### src/rtl/dht11_bcd_fmt_if.sv
// Result handshake bundle between the DHT11 BCD formatter and its consumer.
// master drives samples and ready; slave is the formatter.
interface dht11_bcd_fmt_if;
   logic [31:0] in_data;
   logic        in_stb;
   logic        out_ready;
   logic        out_valid;
   logic [11:0] hum_int_bcd;
   logic [11:0] hum_dec_bcd;
   logic [11:0] temp_int_bcd;
   logic [11:0] temp_dec_bcd;
   logic        dec_err;
   logic        busy;
   logic        overrun;
   logic        stale;

   modport master (
      output in_data, in_stb, out_ready,
      input  out_valid, hum_int_bcd, hum_dec_bcd, temp_int_bcd, temp_dec_bcd,
      input  dec_err, busy, overrun, stale
   );

   modport slave (
      input  in_data, in_stb, out_ready,
      output out_valid, hum_int_bcd, hum_dec_bcd, temp_int_bcd, temp_dec_bcd,
      output dec_err, busy, overrun, stale
   );
endinterface

### src/rtl/dht11_bcd_fmt.sv
// Converts each DHT11 sample's four bytes to 3-digit BCD with one shared
// sequential double-dabble engine; 1-deep pending slot, stale-data timer.
module dht11_bcd_fmt #(
   parameter int unsigned STALE_CYCLES = 150_000_000,
   parameter bit          CHECK_DEC    = 1'b1
) (
   input logic            clk,
   input logic            rst_n,
   dht11_bcd_fmt_if.slave bus
);

   localparam int unsigned StaleW = $clog2(STALE_CYCLES + 1);
   localparam logic [StaleW-1:0] StaleMax = StaleW'(STALE_CYCLES);

   typedef enum logic [1:0] {StIdle, StShift, StStore, StOut} state_e;

   state_e      state_q, state_d;
   logic [31:0] work_q, work_d;
   logic [11:0] acc_q, acc_d;
   logic [2:0]  bit_cnt_q, bit_cnt_d;
   logic [1:0]  byte_idx_q, byte_idx_d;
   logic [11:0] hum_int_sh_q, hum_int_sh_d;
   logic [11:0] hum_dec_sh_q, hum_dec_sh_d;
   logic [11:0] temp_int_sh_q, temp_int_sh_d;
   logic [31:0] pend_q, pend_d;
   logic        pend_full_q, pend_full_d;
   logic        out_valid_q, out_valid_d;
   logic [11:0] hum_int_q, hum_int_d;
   logic [11:0] hum_dec_q, hum_dec_d;
   logic [11:0] temp_int_q, temp_int_d;
   logic [11:0] temp_dec_q, temp_dec_d;
   logic        dec_err_q, dec_err_d;
   logic        overrun_q, overrun_d;
   logic [StaleW-1:0] stale_cnt_q, stale_cnt_d;

   logic [11:0] acc_adj;
   logic        start;
   logic [31:0] start_word;
   logic        handshake;

   function automatic logic [11:0] add3(input logic [11:0] v);
      logic [11:0] r;
      for (int i = 0; i < 3; i++) begin
         r[i*4 +: 4] = (v[i*4 +: 4] >= 4'd5) ? v[i*4 +: 4] + 4'd3 : v[i*4 +: 4];
      end
      return r;
   endfunction

   assign acc_adj   = add3(acc_q);
   assign handshake = (state_q == StOut) && bus.out_ready;

   always_comb begin
      state_d       = state_q;
      work_d        = work_q;
      acc_d         = acc_q;
      bit_cnt_d     = bit_cnt_q;
      byte_idx_d    = byte_idx_q;
      hum_int_sh_d  = hum_int_sh_q;
      hum_dec_sh_d  = hum_dec_sh_q;
      temp_int_sh_d = temp_int_sh_q;
      pend_d        = pend_q;
      pend_full_d   = pend_full_q;
      out_valid_d   = out_valid_q;
      hum_int_d     = hum_int_q;
      hum_dec_d     = hum_dec_q;
      temp_int_d    = temp_int_q;
      temp_dec_d    = temp_dec_q;
      dec_err_d     = dec_err_q;
      overrun_d     = 1'b0;
      stale_cnt_d   = stale_cnt_q;
      start         = 1'b0;
      start_word    = bus.in_data;

      unique case (state_q)
         StIdle: begin
            if (bus.in_stb) begin
               start      = 1'b1;
               start_word = bus.in_data;
            end
         end
         StShift: begin
            // Whole work word shifts, so the next byte is already on top at STORE.
            acc_d     = {acc_adj[10:0], work_q[31]};
            work_d    = {work_q[30:0], 1'b0};
            bit_cnt_d = bit_cnt_q + 3'd1;
            if (bit_cnt_q == 3'd7) state_d = StStore;
         end
         StStore: begin
            acc_d      = '0;
            bit_cnt_d  = '0;
            byte_idx_d = byte_idx_q + 2'd1;
            state_d    = StShift;
            unique case (byte_idx_q)
               2'd0: hum_int_sh_d  = acc_q;
               2'd1: hum_dec_sh_d  = acc_q;
               2'd2: temp_int_sh_d = acc_q;
               default: begin
                  // Last byte commits all four fields at once.
                  hum_int_d   = hum_int_sh_q;
                  hum_dec_d   = hum_dec_sh_q;
                  temp_int_d  = temp_int_sh_q;
                  temp_dec_d  = acc_q;
                  dec_err_d   = CHECK_DEC & ((|hum_dec_sh_q[11:4]) | (|acc_q[11:4]));
                  out_valid_d = 1'b1;
                  state_d     = StOut;
               end
            endcase
         end
         default: begin
            if (bus.out_ready) begin
               out_valid_d = 1'b0;
               if (pend_full_q) begin
                  start       = 1'b1;
                  start_word  = pend_q;
                  pend_full_d = 1'b0;
               end else if (bus.in_stb) begin
                  start      = 1'b1;
                  start_word = bus.in_data;
               end else begin
                  state_d = StIdle;
               end
            end
         end
      endcase

      if (start) begin
         state_d    = StShift;
         work_d     = start_word;
         acc_d      = '0;
         bit_cnt_d  = '0;
         byte_idx_d = '0;
      end

      // A strobe that is not started directly lands in the pending slot.
      if (bus.in_stb && (state_q != StIdle)) begin
         if (handshake) begin
            if (pend_full_q) begin
               pend_d      = bus.in_data;
               pend_full_d = 1'b1;
            end
         end else begin
            pend_d      = bus.in_data;
            pend_full_d = 1'b1;
            overrun_d   = pend_full_q;
         end
      end

      if (bus.in_stb) stale_cnt_d = '0;
      else if (stale_cnt_q != StaleMax) stale_cnt_d = stale_cnt_q + StaleW'(1);
   end

   always_ff @(posedge clk or negedge rst_n) begin
      if (!rst_n) begin
         state_q       <= StIdle;
         work_q        <= '0;
         acc_q         <= '0;
         bit_cnt_q     <= '0;
         byte_idx_q    <= '0;
         hum_int_sh_q  <= '0;
         hum_dec_sh_q  <= '0;
         temp_int_sh_q <= '0;
         pend_q        <= '0;
         pend_full_q   <= 1'b0;
         out_valid_q   <= 1'b0;
         hum_int_q     <= '0;
         hum_dec_q     <= '0;
         temp_int_q    <= '0;
         temp_dec_q    <= '0;
         dec_err_q     <= 1'b0;
         overrun_q     <= 1'b0;
         stale_cnt_q   <= '0;
      end else begin
         state_q       <= state_d;
         work_q        <= work_d;
         acc_q         <= acc_d;
         bit_cnt_q     <= bit_cnt_d;
         byte_idx_q    <= byte_idx_d;
         hum_int_sh_q  <= hum_int_sh_d;
         hum_dec_sh_q  <= hum_dec_sh_d;
         temp_int_sh_q <= temp_int_sh_d;
         pend_q        <= pend_d;
         pend_full_q   <= pend_full_d;
         out_valid_q   <= out_valid_d;
         hum_int_q     <= hum_int_d;
         hum_dec_q     <= hum_dec_d;
         temp_int_q    <= temp_int_d;
         temp_dec_q    <= temp_dec_d;
         dec_err_q     <= dec_err_d;
         overrun_q     <= overrun_d;
         stale_cnt_q   <= stale_cnt_d;
      end
   end

   assign bus.out_valid    = out_valid_q;
   assign bus.hum_int_bcd  = hum_int_q;
   assign bus.hum_dec_bcd  = hum_dec_q;
   assign bus.temp_int_bcd = temp_int_q;
   assign bus.temp_dec_bcd = temp_dec_q;
   assign bus.dec_err      = dec_err_q;
   assign bus.busy         = (state_q == StShift) || (state_q == StStore);
   assign bus.overrun      = overrun_q;
   assign bus.stale        = (stale_cnt_q == StaleMax);

endmodule

### src/flat_wrapper.sv
// flat-port wrapper written by rule: the top's interface ports become plain ports
module dht11_bcd_fmt_flat 
#(
   parameter int unsigned STALE_CYCLES = 150_000_000,
   parameter bit          CHECK_DEC    = 1'b1
)
  (clk, rst_n, bus_in_data, bus_in_stb, bus_out_ready, bus_out_valid, bus_hum_int_bcd, bus_hum_dec_bcd, bus_temp_int_bcd, bus_temp_dec_bcd, bus_dec_err, bus_busy, bus_overrun, bus_stale);
  dht11_bcd_fmt_if bus_i ();
  input logic clk;
  input logic rst_n;
  input wire logic [$bits(bus_i.in_data)-1:0] bus_in_data;
  input wire logic [$bits(bus_i.in_stb)-1:0] bus_in_stb;
  input wire logic [$bits(bus_i.out_ready)-1:0] bus_out_ready;
  output wire logic [$bits(bus_i.out_valid)-1:0] bus_out_valid;
  output wire logic [$bits(bus_i.hum_int_bcd)-1:0] bus_hum_int_bcd;
  output wire logic [$bits(bus_i.hum_dec_bcd)-1:0] bus_hum_dec_bcd;
  output wire logic [$bits(bus_i.temp_int_bcd)-1:0] bus_temp_int_bcd;
  output wire logic [$bits(bus_i.temp_dec_bcd)-1:0] bus_temp_dec_bcd;
  output wire logic [$bits(bus_i.dec_err)-1:0] bus_dec_err;
  output wire logic [$bits(bus_i.busy)-1:0] bus_busy;
  output wire logic [$bits(bus_i.overrun)-1:0] bus_overrun;
  output wire logic [$bits(bus_i.stale)-1:0] bus_stale;
  assign bus_i.in_data = bus_in_data;
  assign bus_i.in_stb = bus_in_stb;
  assign bus_i.out_ready = bus_out_ready;
  assign bus_out_valid = bus_i.out_valid;
  assign bus_hum_int_bcd = bus_i.hum_int_bcd;
  assign bus_hum_dec_bcd = bus_i.hum_dec_bcd;
  assign bus_temp_int_bcd = bus_i.temp_int_bcd;
  assign bus_temp_dec_bcd = bus_i.temp_dec_bcd;
  assign bus_dec_err = bus_i.dec_err;
  assign bus_busy = bus_i.busy;
  assign bus_overrun = bus_i.overrun;
  assign bus_stale = bus_i.stale;
  dht11_bcd_fmt #(.STALE_CYCLES(STALE_CYCLES), .CHECK_DEC(CHECK_DEC)) u_core (.clk(clk), .rst_n(rst_n), .bus(bus_i));
endmodule
### config.mk
export PLATFORM = sky130hd
export DESIGN_NAME = dht11_bcd_fmt_flat
export DESIGN_NICKNAME = d
export VERILOG_FILES = /design/src/rtl/dht11_bcd_fmt_if.sv /design/src/rtl/dht11_bcd_fmt.sv /design/src/flat_wrapper.sv
export SDC_FILE = /design/constraint.sdc
export NUM_CORES = 1
export LEC_CHECK = 0
export ABC_AREA = 1
export BUFFER_PORTS_ARGS = -buffer_cell sky130_fd_sc_hd__buf_2
export CORE_UTILIZATION = 45
export DETAILED_ROUTE_END_ITERATION = 10
export MAX_ROUTING_LAYER = met4
export PLACE_DENSITY_LB_ADDON = 0.2
export SLEW_MARGIN = 0
export SYNTH_ARGS = -nofsm -noshare
export SYNTH_HDL_FRONTEND = slang
export SYNTH_SLANG_ARGS = --single-unit
export TNS_END_PERCENT = 30
### constraint.sdc
create_clock -name clk -period 1.85 [get_ports clk]
set_clock_uncertainty 0.1 [all_clocks]
set_input_delay 0.2775 -clock clk [delete_from_list [all_inputs] [get_ports clk]]
set_output_delay 0.2775 -clock clk [all_outputs]
set_load 0.02 [all_outputs]
==> results.sh <==
export IMPL_drc=0
export IMPL_post_dr_wirelength_cell_um=13.3
export IMPL_dr_max_layer_used="met4"
export IMPL_postSynth_asyncResetShare=1.00
export IMPL_p_leak_nw=5.59
export IMPL_dp_worst_setup_slack_ns=0.133
export IMPL_place_detailed_instances=1474
export IMPL_worst_slew_pin_slew_ns=0.416
export IMPL_grt_start_max_net_pins=66
export IMPL_grt_setup_unrepaired="yes"
export IMPL_smallest_hold_slack_ns=0.0108
export IMPL_number_of_antenna_violating_nets_in_the_routed_design=0
export IMPL_cp_required_ns=1.47
export IMPL_root_buf_cell="sky130_fd_sc_hd__clkbuf_16"
export IMPL_drt_vias_per_instance=4.99
export IMPL_clock_sinks=199
export IMPL_dieArea_um2=21100
export IMPL_place_congestion=0.867
export IMPL_htreeDepth=4
export IMPL_met3WireLength_um=642
export IMPL_grt_first_pass_wirelength_um=35000
export IMPL_drv_slew=0
export IMPL_cts_made_buffers=17
export IMPL_post_synth_instance_area_um2=9250
export IMPL_core_area_um2=20200
export IMPL_port_buffer_count=88
export IMPL_worst_skew_pair_late_latency_ns=0.43
export IMPL_outcome="finished, violations left"
export IMPL_grt_overflow=0
export IMPL_grt_usage=0.210
export IMPL_multi_input_area_um2=3720
export IMPL_critPathMaxFanout=2
export IMPL_antenna_found_initial=0
export IMPL_floorplan_die_height_um=145
export IMPL_yosys_cell_types_count=29
export IMPL_worstHoldStart="bus_in_data[0]"
export IMPL_critPathLaunchType="register"
export IMPL_met2RoutedLength_um=9400
export IMPL_slew_headroom=0.723
export IMPL_synthesis_yosys_warnings=0
export IMPL_power_density_nw_per_um2=1120
export IMPL_cpLargestDelayFamily="simple AND/OR/NAND/NOR gates"
export IMPL_ff_latch_area_um2=4980
export IMPL_max_cap_violation_count=0
export IMPL_ioPinCount=89
export IMPL_met1Wirelength_um=9990
export IMPL_critical_path_cell_chain="nor2_2, nand3_1, nor2_1, nand2_1, nor2_2, buf_6"
export IMPL_layout_area_overhead_vs_synth_pct=20.0
export IMPL_num_rows=52
export IMPL_dp_hpwl_um=13600
export IMPL_cp_arrival_ns=1.56
export IMPL_min_period_ns=1.94
export IMPL_critPathBufInv=1
export IMPL_worstHoldPathType="in2reg"
export IMPL_routed_wl_um=20300
export IMPL_timing_final_setup_violations=2
export IMPL_worstHoldPathCells=3
export IMPL_postSynthAreaPerCell_um2=8.20
export IMPL_detailedRoute_firstPassIterationCount=5
export IMPL_worstSetupEndpointType="output pin"
export IMPL_drive_above_1_share=0.149
export IMPL_timing_setup_critical_path_class="reg2out"
export IMPL_hold_path_end="u_core.pend_q[0]$_DFFE_PN0P_"
export IMPL_fin_tns_setup_ns=-0.114
export IMPL_syn_inst=1128
export IMPL_die_width_um=145
export IMPL_layout_cells_non_filler=1521
export IMPL_achievable_frequency_mhz=516
export IMPL_cp_slowest_cell="sky130_fd_sc_hd__dfrtp_1"
export IMPL_final_nets=1295
export IMPL_critPathMostFrequentCell="sky130_fd_sc_hd__nor2_2"
export IMPL_tritoncts="built"
export IMPL_timing_rr_end="u_core.state_q[1]$_DFFE_PN0P_"
export IMPL_final_period_utilization=1.05
export IMPL_nFillCells=1896
export IMPL_vias=7583
export IMPL_r2r_cells=8
export IMPL_grt_pass1_vias=7223
export IMPL_crit_path_max_incr_delay_ns=0.41
export IMPL_timing_rr_start="u_core.state_q[1]$_DFFE_PN0P_"
export IMPL_num_antenna_cells=0
export IMPL_clkSlewWorstSetupHoldPaths_ns=0.08
export IMPL_highest_ir_drop_seen_on_vdd_uv=685
export IMPL_yosys_register_bits=199
export IMPL_synth_nets=1185
export IMPL_ys_seq_area_frac=0.538
export IMPL_report_final_hold_viol_count=0
export IMPL_clk_path_buf_depth=2
export IMPL_initial_utilization=0.459
export IMPL_finalWorstSetupSlack_ns=-0.0872
export IMPL_flip_flop_cell_with_the_highest_count_after_synthesis="sky130_fd_sc_hd__dfrtp_1"
export IMPL_worst_r2r_setup_slack_ns=0.14
export IMPL_failed_checks="negative setup slack"
export IMPL_first_iter_violations=460
export IMPL_synth_edf_count=0
==> cell usage after synthesis (11+ instances only) <==
master,instances,area (um^2)
sky130_fd_sc_hd__a21oi_1,12,60.1
sky130_fd_sc_hd__dfrtp_1,199,4980
sky130_fd_sc_hd__nand3_1,121,606
sky130_fd_sc_hd__buf_2,15,75.1
sky130_fd_sc_hd__nor2_1,84,315
sky130_fd_sc_hd__clkbuf_1,31,116
sky130_fd_sc_hd__inv_1,94,353
sky130_fd_sc_hd__ha_1,21,263
sky130_fd_sc_hd__o21ai_0,113,566
sky130_fd_sc_hd__nand2_1,362,1360
sky130_fd_sc_hd__o211ai_1,31,233
sky130_fd_sc_hd__nand4_1,11,68.8
==> layout make-up <==
class                      count  area share
timing repair buffer         142      0.0923
clock inverter                15      0.0212
inverter                      99      0.0339
multi-input combinational    779       0.335
tap                          270      0.0304
clock buffer                  17      0.0383
sequential                   199       0.449
==> flip-flops by register name (all words and copies together), names as in the netlist, 3 cells and up <==
signal,flops
u_core.work_q,32
u_core.bus.hum_dec_bcd,12
u_core.bus.hum_int_bcd,12
u_core.bus.temp_dec_bcd,12
u_core.stale_cnt_q,28
u_core.hum_dec_sh_q,12
u_core.hum_int_sh_q,12
u_core.temp_int_sh_q,12
u_core.bit_cnt_q,3
u_core.acc_q,12
u_core.bus.temp_int_bcd,12
u_core.pend_q,32
==> routing by layer <==
layer,vias up,GRT usage
met5,-,-
met4,0,0.0584
met3,19,0.0320
met2,144,0.333
met1,3547,0.282
li1,3873,-
==> timing repair <==
item,in CTS,in global routing
endpoints found under the hold margin,46,0
pin swaps,4,1
gates cloned,0,0
resized for setup,12,10
endpoints found under the setup margin,2,49
setup buffers,5,2
hold buffers,8,0
==> kinds of logic after synthesis <==
family / share of synthesized area
and+or+nand+nor: 0.263
AOI/OAI and AO/OA: 0.0973
xor gates and xnor gates: 0.00663
buffers and inverters: 0.0661
DFF: 0.538
adders and majority gates: 0.0284
==> worst max path at each step <==
stage / start / end / cells past startpoint
floorplan: u_core.state_q[0]$_DFFE_PN0P_ / u_core.state_q[1]$_DFFE_PN0P_ / 8
detailed placement: u_core.state_q[0]$_DFFE_PN0P_ / u_core.work_q[0]$_DFFE_PN0N_ / 8
global route: u_core.stale_cnt_q[16]$_DFFE_PN0P_ / bus_stale / 6
CTS: u_core.stale_cnt_q[16]$_DFFE_PN0P_ / bus_stale / 6
finish: u_core.stale_cnt_q[16]$_DFFE_PN0P_ / bus_stale / 6
global placement: u_core.state_q[0]$_DFFE_PN0P_ / u_core.pend_q[16]$_DFFE_PN0P_ / 8
==> cells in the final DEF, fill, tap and decap left out, types with 4 or more instances in the layout <==
master	Yosys	layout
sky130_fd_sc_hd__a21oi_1	12	12
sky130_fd_sc_hd__nand3_1	121	121
sky130_fd_sc_hd__inv_1	94	91
sky130_fd_sc_hd__o21ai_0	113	112
sky130_fd_sc_hd__clkinv_8	0	4
sky130_fd_sc_hd__buf_4	2	35
sky130_fd_sc_hd__clkbuf_16	0	17
sky130_fd_sc_hd__xor2_1	5	5
sky130_fd_sc_hd__buf_12	0	11
sky130_fd_sc_hd__nand2_1	362	361
sky130_fd_sc_hd__dfrtp_1	199	199
sky130_fd_sc_hd__buf_2	15	85
sky130_fd_sc_hd__nor2_1	84	80
sky130_fd_sc_hd__nor2_2	2	5
sky130_fd_sc_hd__o21ai_1	3	4
sky130_fd_sc_hd__dlygate4sd3_1	0	8
sky130_fd_sc_hd__nand4_1	11	11
sky130_fd_sc_hd__ha_1	21	18
sky130_fd_sc_hd__o211ai_1	31	31
==> power by group <==
group / leakage, nW / total, W / switching (W) / internal, W
clock network: 0.318 / 0.00409 / 0.00186 / 0.00222
registers: 2.67 / 0.00563 / 0.000473 / 0.00516
logic: 2.61 / 0.00271 / 0.00164 / 0.00107
==> through the flow <==
| stage | instance area, um^2 | total power (W) | utilization |
|---|---|---|---|
| global placement | 10200 | 0.00829 | 0.507 |
| CTS | 11000 | 0.0125 | 0.548 |
| detailed placement | 10200 | 0.00834 | 0.507 |
| floorplan | 9250 | 0.00743 | - |
| global route | 11100 | 0.0132 | 0.550 |
| finish | 11100 | 0.0124 | 0.550 |
==> worst register-to-register path, delay by kind of cell, from the launching register on <==
family	cells	cell delay [ns]
AO/OA/AOI/OAI	1	0.08
adder cells (fa/ha/maj)	1	0.25
buffers and inverters	2	0.35
flip-flops	1	0.44
AND/OR/NAND/NOR	4	0.41
Power figures use the tool's default switching activity.
